==> src/rtl/pipe_ctrl_pkg.sv <==
// Shared types and constants for the pipeline stall/flush controller.
package pipe_ctrl_pkg;
  typedef enum logic {D_IDLE = 1'b0, D_WAIT = 1'b1} dstate_t;

  localparam int DCNT_W = 16;
  localparam logic [4:0] REG_X0 = 5'd0;
endpackage

==> src/rtl/load_use_detect.sv <==
// Combinational load-use comparator: flags an ID source that matches the load in EX.
module load_use_detect
  import pipe_ctrl_pkg::*;
(
  input  logic [4:0] id_rs1,
  input  logic [4:0] id_rs2,
  input  logic       id_use_rs1,
  input  logic       id_use_rs2,
  input  logic [4:0] ex_rd,
  input  logic       ex_mem_read,
  output logic       hazard
);

  // x0 is hardwired to zero, so a load into it can never create a dependency.
  assign hazard = ex_mem_read && (ex_rd != REG_X0) &&
                  ((id_use_rs1 && (id_rs1 == ex_rd)) ||
                   (id_use_rs2 && (id_rs2 == ex_rd)));

endmodule

==> src/rtl/pipe_hazard_ctrl.sv <==
// Stall/flush controller for the 5-stage pipeline; controls are combinational (zero latency).
// Data-memory waits are bounded by MEM_TIMEOUT; PIPE_PERF_CNT_EN enables the stall/flush counters.
module pipe_hazard_ctrl
  import pipe_ctrl_pkg::*;
#(
  parameter int MEM_TIMEOUT = 255
) (
  input  logic        clk,
  input  logic        rst,
  input  logic [4:0]  id_rs1,
  input  logic [4:0]  id_rs2,
  input  logic        id_use_rs1,
  input  logic        id_use_rs2,
  input  logic [4:0]  ex_rd,
  input  logic        ex_mem_read,
  input  logic        ex_redirect,
  input  logic        mem_req,
  input  logic        dmem_ack,
  input  logic        imem_ack,
  output logic        pc_en,
  output logic        if_id_stall,
  output logic        if_id_flush,
  output logic        id_ex_stall,
  output logic        id_ex_flush,
  output logic        ex_mem_stall,
  output logic        ex_mem_flush,
  output logic        mem_wb_flush,
  output logic        bus_err,
  output logic [31:0] stall_cnt,
  output logic [31:0] flush_cnt
);

  localparam logic [DCNT_W-1:0] DCNT_LAST = DCNT_W'(MEM_TIMEOUT - 1);

  dstate_t           dstate;
  logic [DCNT_W-1:0] dcnt;
  logic              drop_pend;
  logic              hazard;
  logic              timeout;
  logic              dwait;
  logic              redirect_go;

  load_use_detect u_load_use_detect (
    .id_rs1      (id_rs1),
    .id_rs2      (id_rs2),
    .id_use_rs1  (id_use_rs1),
    .id_use_rs2  (id_use_rs2),
    .ex_rd       (ex_rd),
    .ex_mem_read (ex_mem_read),
    .hazard      (hazard)
  );

  assign timeout     = (dstate == D_WAIT) && (dcnt == DCNT_LAST);
  assign dwait       = mem_req && !dmem_ack && !timeout;
  assign redirect_go = ex_redirect && !dwait;

  always_comb begin
    pc_en        = 1'b0;
    if_id_stall  = 1'b0;
    if_id_flush  = 1'b0;
    id_ex_stall  = 1'b0;
    id_ex_flush  = 1'b0;
    ex_mem_stall = 1'b0;
    ex_mem_flush = 1'b0;
    mem_wb_flush = 1'b0;
    if (rst) begin
      if_id_flush  = 1'b1;
      id_ex_flush  = 1'b1;
      ex_mem_flush = 1'b1;
      mem_wb_flush = 1'b1;
    end else if (dwait) begin
      if_id_stall  = 1'b1;
      id_ex_stall  = 1'b1;
      ex_mem_stall = 1'b1;
      mem_wb_flush = 1'b1;
    end else if (ex_redirect) begin
      pc_en       = 1'b1;
      if_id_flush = 1'b1;
      id_ex_flush = 1'b1;
    end else if (drop_pend) begin
      if_id_flush = 1'b1;
    end else if (hazard) begin
      if_id_stall = 1'b1;
      id_ex_flush = 1'b1;
    end else if (!imem_ack) begin
      if_id_flush = 1'b1;
    end else begin
      pc_en = 1'b1;
    end
  end

  always_ff @(posedge clk or posedge rst) begin
    if (rst) begin
      dstate    <= D_IDLE;
      dcnt      <= '0;
      drop_pend <= 1'b0;
      bus_err   <= 1'b0;
    end else begin
      if (timeout) bus_err <= 1'b1;
      case (dstate)
        D_IDLE: begin
          if (dwait) begin
            dstate <= D_WAIT;
            dcnt   <= '0;
          end
        end
        D_WAIT: begin
          if (dwait) begin
            dcnt <= dcnt + DCNT_W'(1);
          end else begin
            dstate <= D_IDLE;
            dcnt   <= '0;
          end
        end
        default: begin
          dstate <= D_IDLE;
          dcnt   <= '0;
        end
      endcase
      // A redirect with no fetch returned leaves a stale word in flight to discard.
      if (!dwait) begin
        if (ex_redirect)    drop_pend <= !imem_ack;
        else if (imem_ack)  drop_pend <= 1'b0;
      end
    end
  end

`ifdef PIPE_PERF_CNT_EN
  logic [31:0] stall_q;
  logic [31:0] flush_q;

  always_ff @(posedge clk or posedge rst) begin
    if (rst) begin
      stall_q <= '0;
      flush_q <= '0;
    end else begin
      if (!pc_en)      stall_q <= stall_q + 32'd1;
      if (redirect_go) flush_q <= flush_q + 32'd1;
    end
  end

  assign stall_cnt = stall_q;
  assign flush_cnt = flush_q;
`else
  assign stall_cnt = '0;
  assign flush_cnt = '0;
`endif

endmodule

==> config.mk <==
export PLATFORM = sky130hd
export DESIGN_NAME = pipe_hazard_ctrl
export DESIGN_NICKNAME = d
export VERILOG_FILES = /design/src/rtl/pipe_ctrl_pkg.sv /design/src/rtl/load_use_detect.sv /design/src/rtl/pipe_hazard_ctrl.sv
export SDC_FILE = /design/constraint.sdc
export NUM_CORES = 1
export LEC_CHECK = 0
export BUFFER_PORTS_ARGS = -buffer_cell sky130_fd_sc_hd__buf_2
export CAP_MARGIN = 20
export CORE_MARGIN = 2
export CORE_UTILIZATION = 41
export DETAILED_ROUTE_END_ITERATION = 8
export PLACE_DENSITY = 0.77
export SETUP_SLACK_MARGIN = 0.2
export SLEW_MARGIN = 20
export SYNTH_ARGS = -nofsm -noshare
export SYNTH_HDL_FRONTEND = slang
export SYNTH_SLANG_ARGS = --single-unit
==> constraint.sdc <==
create_clock -name clk -period 1.8 [get_ports clk]
set_clock_uncertainty 0.05 [all_clocks]
set_input_delay 0.09 -clock clk [delete_from_list [all_inputs] [get_ports clk]]
set_output_delay 0.09 -clock clk [all_outputs]
set_load 0.03 [all_outputs]
== Yosys cells after proc, flatten, opt, wreduce, memory -nomap -nowiden ==
Index checks and enable logic that the tools add are counted.
Operators by class
  add/subtract/negate cells: 1
  equal/unequal tests: 4
  muxes and demuxes: 29
  bitwise logic cells: 2
  reduce and logical (&&, ||, !) cells: 14
Operator list (count)
  $mux 16: 2
  $pmux 16 s2: 1
  $mux 1: 26
  $add 16x1->16 const B: 1
  $eq 16x8->1 const B: 1
  $eq 5x5->1: 2
  $logic_and 1x1->1: 7
  $reduce_bool 5->1: 1
  $logic_not 1->1: 3
  $ne 2x2->1 const B: 1
  $not 1->1: 2
  $reduce_and 2->1: 1
  $reduce_bool 2->1: 1
  $logic_or 1x1->1: 1
Storage, ports and cells
  flip-flop bits (word level): 19
  input port bits: 24
  output and inout bits: 73
  word-level logic and storage cells: 54

== Logic depth before layout (Yosys ltp) ==
Gate-level depths: netlist of the first run.
  word-level depth: 9
  depth in mapped cells: 7
  depth with buffers taken out: 7

== Modules after synthesis ==
From an unflattened synthesis of the first run, not the netlist that was laid out.
Unflattened totals
  cell total of the unflattened synthesis: 202
  area total of the unflattened synthesis: 1865.5 um2
Modules (own cells, without submodules)
  pipe_hazard_ctrl: times used 1, cells each 185, area an instance 1731.7 um2, seq. area each 475.5 um2
  load_use_detect: times used 1, cells each 17, area an instance 133.9 um2, seq. area each 0.0 um2

== Worst setup path before layout of the first run ==
OpenSTA, ideal clock, no wires.
  kind: reg2out
  start point: register dcnt[0]
  end point: output port id_ex_flush
  data arrival time: 2.189 ns
  required time: 1.660 ns
  slack: -0.529 ns
  stages on the path, launching flop included: 8
  path buffers: 0
  path through: dfrtp_1 inv_1 ha_1 nor4bb_1 nand4_1 nand2_1 inv_2 o311ai_1
Between the ends
  cells in the longest elaborated chain, start to end: 6
RTL lines
  start, declared: RTL line pipe_hazard_ctrl.sv:36  | logic [DCNT_W-1:0] dcnt;
  start signal, assigned: RTL line pipe_hazard_ctrl.sv:109  | dcnt <= dcnt + DCNT_W'(1);
  $eq 16x8->1: RTL line pipe_hazard_ctrl.sv:53  | assign timeout = (dstate == D_WAIT) && (dcnt == DCNT_LAST);
  $logic_and 1x1->1: RTL line pipe_hazard_ctrl.sv:53
  $logic_not 1->1: RTL line pipe_hazard_ctrl.sv:54  | assign dwait = mem_req && !dmem_ack && !timeout;
  $logic_and 1x1->1: RTL line pipe_hazard_ctrl.sv:54
  named net dwait: RTL line pipe_hazard_ctrl.sv:40  | logic dwait;
  $mux 1: RTL line pipe_hazard_ctrl.sv:71  | end else if (dwait) begin
  $mux 1: RTL line pipe_hazard_ctrl.sv:66  | if (rst) begin
  end, declared: RTL line pipe_hazard_ctrl.sv:24  | output logic id_ex_flush,
The timed path passes the listed nets, and every way through them passes these cells.

== Worst setup path after layout of the first run ==
  start point: register dcnt[10]
  end point: output port id_ex_flush
Between the ends
  cells in the longest elaborated chain, start to end: 6
RTL lines (RTL line)
  $eq 16x8->1: pipe_hazard_ctrl.sv:53
  $logic_and 1x1->1: pipe_hazard_ctrl.sv:53
  $logic_not 1->1: pipe_hazard_ctrl.sv:54
  $logic_and 1x1->1: pipe_hazard_ctrl.sv:54
  $mux 1: pipe_hazard_ctrl.sv:71
  $mux 1: pipe_hazard_ctrl.sv:66
No other way between the ends.

==> flow_summary_export.csv, run 1 <==
group,metric,value,unit
routing,wl,4.10,mm
global_routing,groute.layer.met2.usage,0.282,
setup_path,reg2reg_slack,-210,ps
global_routing,grt_most_used_layer,"met2",
synth,netlist.top_cell.by_area,"sky130_fd_sc_hd__buf_4",
synth,synthDominantCellAreaShare,0.273,
placement,pre_cts_slack,-14.0,ps
routing,detail_route.iter0.violations,43,
routing,drtAntennaViolNets,0,
global_routing,met3_usage,0.0185,
floorplan,core.rowCount,24,
timing,hold_viol,0,
final_layout,finish.cell_count_without_fillers,331,
setup_path,endpoint_kind,"primary output",
global_routing,first_pass_grt_wire_length,6.51,mm
setup_path,reg2reg_capture_point,"dcnt[2]",
clock_network,insertion_delay,260,ps
synth,yosysSeqAreaShare,0.262,
final_layout,mostFrequentLayoutCell,"sky130_fd_sc_hd__conb_1",
final_layout,num-nets-final,306,
power_and_ir_drop,pwr_density_cell,466,nW/um^2
timing,finalWorstPathRequiredPeriod,2020,ps
placement,instance_count_after_placement_with_tap_cells_included,318,
final_layout,top_library_cells_by_usage_in_the_layout_fill_and_taps_aside,"64 x sky130_fd_sc_hd__conb_1, 31 x sky130_fd_sc_hd__buf_4, 25 x sky130_fd_sc_hd__buf_2",
floorplan,initial_core_util,0.420,
placement,estimated_wirelength_of_the_detail_placed_design,2.98,mm
floorplan,design.die.area,4980,sq um
synth,ys.warnings.count,0,
timing,rsz0062_at_grt,"true",
timing,final-setup-viol-count,22,
routing,post_drt_wl_per_cell,12.4,microns
run,cap_violations,0,
placement,numPortBuffers,32,
setup_path,worstSetupStartpointType,"flop",
timing,setup_slack,-224,ps
timing,slew_viol_final,0,
setup_path,crit_path_max_fanout,2,
clock_network,max-clock-path-buffers,2,
synth,post_synth_num_cell_types,43,
synth,syn-cell-area,1820,sq um
routing,via_count,1614,
routing,viasPerCell,4.88,
setup_path,critical_path_arrival,1880,ps
final_layout,num_antenna_cells,0,
min_path,hold_path_class,"input pin to flop",
synth,synth.top_cells.by_area,"sky130_fd_sc_hd__buf_4 27%, sky130_fd_sc_hd__dfrtp_1 26%, sky130_fd_sc_hd__xnor2_1 5.8%",
synth,postSynthRegisterBits,19,
clock_network,cts-buffers-inserted,3,
routing,post-route-drc-count,0,
status,status,"finished, violations left",
global_routing,grt_max_degree,14,
global_routing,grt_pass1_vias,1411,
floorplan,design.portCount,97,
final_layout,syn2layout_area_growth,33.9,%
synth,post_synth.cell_area_avg,8.69,sq um
power_and_ir_drop,vdd.ir_drop.worst,249,uV
clock_network,tritoncts,"done",
global_routing,grt_antenna_before_repair,0,
setup_path,worst-r2r-cell-count,9,
floorplan,dieHeight,70.6,microns
setup_path,cp-endpoint,"id_ex_flush",
floorplan,core_region_area,4320,sq um
clock_network,clk_pin_slew,70,ps
routing,drt_first_pass_iters,4,
placement,gp_congestion,0.837,
global_routing,overall_routing_resource_usage,0.162,
final_layout,post_route_cells_drive_above_1_share,0.412,
setup_path,worstReg2RegStart,"dcnt[10]",
clock_network,number_of_h_tree_levels,1,
clock_network,clock-root-buffer,"sky130_fd_sc_hd__clkbuf_8",
timing,achievable-frequency,0.494,GHz
global_routing,grt.overflow.total,0,
floorplan,die_w,70.6,microns
synth,synthesis.instances,209,
timing,period_share,1.12,
setup_path,worst-setup-path-type,"flop to primary output",
status,violated_checks,"negative setup slack",
global_routing,met1_usage,0.202,
clock_network,cts_sinks,19,
setup_path,cp-startpoint,"dcnt[10]",
setup_path,critical_path_required,1660,ps
power_and_ir_drop,cellLeakagePower,1.10,nW
layout make-up:
type                       instances  area [sq um]
fill                             395          1890
multi-input combinational        178          1270
timing repair buffer              72           544
sequential                        19           482
tap                               52          65.1
clock buffer                       3          41.3
inverter                           6          22.5
clock inverter                     1          5.00
flip-flops by register name, summed over array words and instances, names as in the netlist:
name	flops
bus_err	1
dcnt	16
drop_pend	1
dstate	1
synth_stat cells, drive strengths merged:
cell     n
nand2   10
conb     1
or3      6
a32o     1
and2     5
nor4b    1
nor2b    3
buf     68
o22a     1
a221o    6
o31a     1
clkbuf   1
ha       2
nand3    4
nor4bb   2
o21ai    8
dfrtp   19
nor4     7
nand2b   4
o22ai    2
a21oi    4
o211ai   1
o311ai   1
xnor2   12
mux2     1
nand4    7
a22oi    1
nor3     3
inv      6
o31ai    2
a211oi   7
or4      4
nor2     2
and4     3
a21o     2
a22o     1
per-layer routing:
metal	vias to the layer above	wire length [microns]	part of all wire
met5	-	0	0
met3	7	254	0.062
met1	767	1610	0.39
met2	76	2140	0.52
li1	764	-	-
met4	0	89	0.022
metrics by stage:
stage	TNS [ps]	power [mW]	util	hold WS, ps	instance area [sq um]
6_report	-3740	1.13	0.563	4.50	2430
5_1_grt	-6070	1.17	0.563	2.76	2430
4_1_cts	-2200	1.13	0.547	9.15	2360
3_5_place_dp	-59.0	0.806	0.480	113	2070
3_3_place_gp	0	0.802	0.480	114	2070
2_1_floorplan	-132	0.837	-	46.3	2140
cell families after synthesis:
kind of cell             after synthesis  synth area share
AO/OA/AOI/OAI                         38             0.156
XOR/XNOR                              12            0.0579
adder cells (fa/ha/maj)                2            0.0138
buffers and inverters                 75             0.293
flip-flops                            19             0.262
multiplexers                           1           0.00620
other                                  1           0.00206
AND/OR/NAND/NOR                       61             0.209
worst min-delay path by stage:
stage | cells past startpoint | startpoint | to | slack [ps]
floorplan | 1 | rst | bus_err | 50
global placement | 3 | rst | drop_pend | 110
detailed placement | 3 | rst | drop_pend | 110
CTS | 2 | imem_ack | drop_pend | 9
global route | 2 | imem_ack | drop_pend | 3
finish | 2 | imem_ack | drop_pend | 5
where the power goes:
group          internal, mW  switching, mW
logic                 0.102          0.294
registers             0.432        0.00357
clock network         0.154          0.148
total                 0.689          0.446
critical path, stage by stage (launching register included):
cell	delay (ps)
sky130_fd_sc_hd__dfrtp_1	410
sky130_fd_sc_hd__nor4bb_2	300
sky130_fd_sc_hd__buf_4	160
sky130_fd_sc_hd__buf_4	90
sky130_fd_sc_hd__and4_4	230
sky130_fd_sc_hd__buf_6	110
sky130_fd_sc_hd__o21ai_4	60
sky130_fd_sc_hd__o311ai_4	90
sky130_fd_sc_hd__buf_6	170
timing repair:
| item | 4_1_cts | 5_1_grt |
|---|---|---|
| pin swaps | 17 | 5 |
| endpoints found under the setup margin | 24 | 24 |
| buffers inserted | 7 | 1 |
| gates resized for setup | 46 | 9 |
| hold buffers | 1 | 0 |
| endpoints found under the hold margin | 19 | 0 |
Note: power is estimated with default switching activity, not from simulation.
==> run 2, diff against run 1 <==
--- a/config.mk
+++ b/config.mk
@@ -7,6 +7,7 @@
 export LEC_CHECK = 0
 export BUFFER_PORTS_ARGS = -buffer_cell sky130_fd_sc_hd__buf_2
 export CAP_MARGIN = 20
+export CORE_ASPECT_RATIO = 0.5
 export CORE_MARGIN = 2
 export CORE_UTILIZATION = 41
 export DETAILED_ROUTE_END_ITERATION = 8
==> flow_summary_export.csv, run 2 (synthesized netlist as in run 1, its figures left out) <==
group,metric,value,unit
status,status,"finished, violations left",
status,violated_checks,"negative setup slack",
timing,rsz0062_at_grt,"true",
routing,drtAntennaViolNets,0,
timing,setup_slack,-331,ps
setup_path,critical_path_arrival,1990,ps
setup_path,crit_path_max_fanout,5,
timing,final_sum_of_negative_setup_slack,-3410,ps
final_layout,sequential_cell_area,477,sq um
clock_network,max-clock-path-buffers,2,
global_routing,grt_antenna_before_repair,0,
routing,post-route-drc-count,0,
placement,pre_cts_slack,-85.1,ps
clock_network,insertion_delay,260,ps
setup_path,worstReg2RegStart,"dcnt[0]",
setup_path,reg2reg_capture_point,"dcnt[12]",
power_and_ir_drop,design_power_total,1.16,mW
setup_path,worstPathBufferInverterCount,3,
timing,finalWorstPathRequiredPeriod,2130,ps
floorplan,core.rowCount,17,
placement,gp_congestion,0.815,
final_layout,num_antenna_cells,0,
clock_network,clock-root-buffer,"sky130_fd_sc_hd__clkbuf_8",
timing,period_share,1.18,
setup_path,worstSetupStartpointType,"flop",
global_routing,grt_pass1_vias,1437,
min_path,hold_path_class,"input pin to flop",
final_layout,finish.cell_count_without_fillers,339,
global_routing,grt.overflow.total,0,
setup_path,path_delay_family,"compound AO/OA/AOI/OAI gates",
timing,final-setup-viol-count,21,
setup_path,critical_path_required,1660,ps
setup_path,worst-setup-path-type,"flop to primary output",
floorplan,dieHeight,51.1,microns
clock_network,cts-buffers-inserted,3,
global_routing,grt_max_degree,14,
timing,achievable-frequency,0.469,GHz
placement,numPortBuffers,32,
routing,viasPerCell,5.14,
setup_path,cpPeakStageDelay,380,ps
power_and_ir_drop,cellLeakagePower,1.14,nW
final_layout,mostFrequentLayoutCell,"sky130_fd_sc_hd__conb_1",
final_layout,finish.utilization,0.558,
final_layout,top_library_cells_by_usage_in_the_layout_fill_and_taps_aside,"64 x sky130_fd_sc_hd__conb_1, 28 x sky130_fd_sc_hd__buf_4, 25 x sky130_fd_sc_hd__buf_2",
setup_path,cp_cell_sequence,"inv_1 > ha_2 > nor4bb_4 > nand4_1 > buf_6 > a32o_2 > a21oi_4 > buf_6",
final_layout,post_route_cells_drive_above_1_share,0.379,
power_and_ir_drop,pwr_density_cell,477,nW/um^2
final_layout,num-nets-final,309,
clock_network,clk_pin_slew,80,ps
routing,detail_route.iter0.violations,144,
timing,slew_viol_final,0,
setup_path,worst-r2r-cell-count,12,
timing,timing.hold.ws,42.1,ps
timing,hold_viol,0,
clock_network,cts_sinks,19,
clock_network,tritoncts,"done",
global_routing,first_pass_grt_wire_length,6.85,mm
placement,estimated_wirelength_of_the_detail_placed_design,3.08,mm
min_path,number_of_cells_traversed_by_the_worst_hold_path,2,
setup_path,endpoint_kind,"primary output",
clock_network,number_of_h_tree_levels,1,
floorplan,core_region_area,4340,sq um
run,cap_violations,0,
min_path,hp-start,"imem_ack",
final_layout,multi_input_area,1220,sq um
global_routing,overall_routing_resource_usage,0.169,
routing,wl,4.73,mm
routing,post_drt_wl_per_cell,13.9,microns
final_layout,largest_reg_flops,16,
setup_path,reg2reg_slack,-270,ps
floorplan,design.die.area,5010,sq um
placement,post_dp_cell_area,2080,sq um
floorplan,initial_core_util,0.419,
final_layout,max_flop_register,"dcnt",
placement,instance_count_after_placement_with_tap_cells_included,323,
final_layout,fin_area,2420,sq um
min_path,worst_hold_path.endpoint,"drop_pend",
routing,drt_first_pass_iters,5,
final_layout,syn2layout_area_growth,33.2,%
power_and_ir_drop,vdd.ir_drop.worst,241,uV
floorplan,die_w,98.1,microns
floorplan,design.portCount,97,
final_layout,fillers,374,
routing,via_count,1743,
setup_path,crit_top_cell,"sky130_fd_sc_hd__buf_6",
setup_path,timing.critical_path.slowest_stage_cell,"sky130_fd_sc_hd__dfrtp_1",
-- run 2: routing by layer --
layer / GRT usage / routed length (microns)
met2: 0.317 / 2390
met3: 0.0315 / 414
met4: 0.0594 / 125
met1: 0.199 / 1800
met5: 0 / 0
-- run 2: layout make-up --
class	count	share of cell area
Clock buffer	4	0.0186
Inverter	6	0.00931
Multi-Input combinational cell	178	0.506
Sequential cell	19	0.197
Tap cell	57	0.0295
Timing Repair Buffer	75	0.240
-- run 2: worst max path at each step --
stage / startpoint / to / slack [ps] / depth (start not counted)
4_1_cts: dcnt[0] / if_id_flush / -260 / 8
2_1_floorplan: dcnt[0] / id_ex_flush / -60 / 7
3_3_place_gp: dcnt[0] / pc_en / -10 / 8
6_report: dcnt[0] / if_id_flush / -330 / 8
5_1_grt: dcnt[0] / if_id_flush / -370 / 8
3_5_place_dp: dcnt[0] / pc_en / -90 / 8
-- run 2: worst reg2reg max path, delay by kind of cell, from the launching register on --
family,cells,cell delay [ps]
buffers and inverters,7,800
flip-flops,1,380
AND/OR/NAND/NOR,2,370
adder cells (fa/ha/maj),1,190
AO/OA/AOI/OAI,2,160
-- run 2: power by group --
part / internal (mW) / switching [mW]
clock network: 0.158 / 0.155
logic: 0.106 / 0.300
registers: 0.432 / 0.00369
total: 0.696 / 0.459
-- run 2: repair_timing --
item                                    CTS  global route
gates cloned                              0             1
hold endpoints to repair                  7             0
endpoints found under the setup margin   24            25
pin swaps                                 4             6
hold buffers                              2             0
resized for setup                        38             9
setup buffers                             5             4
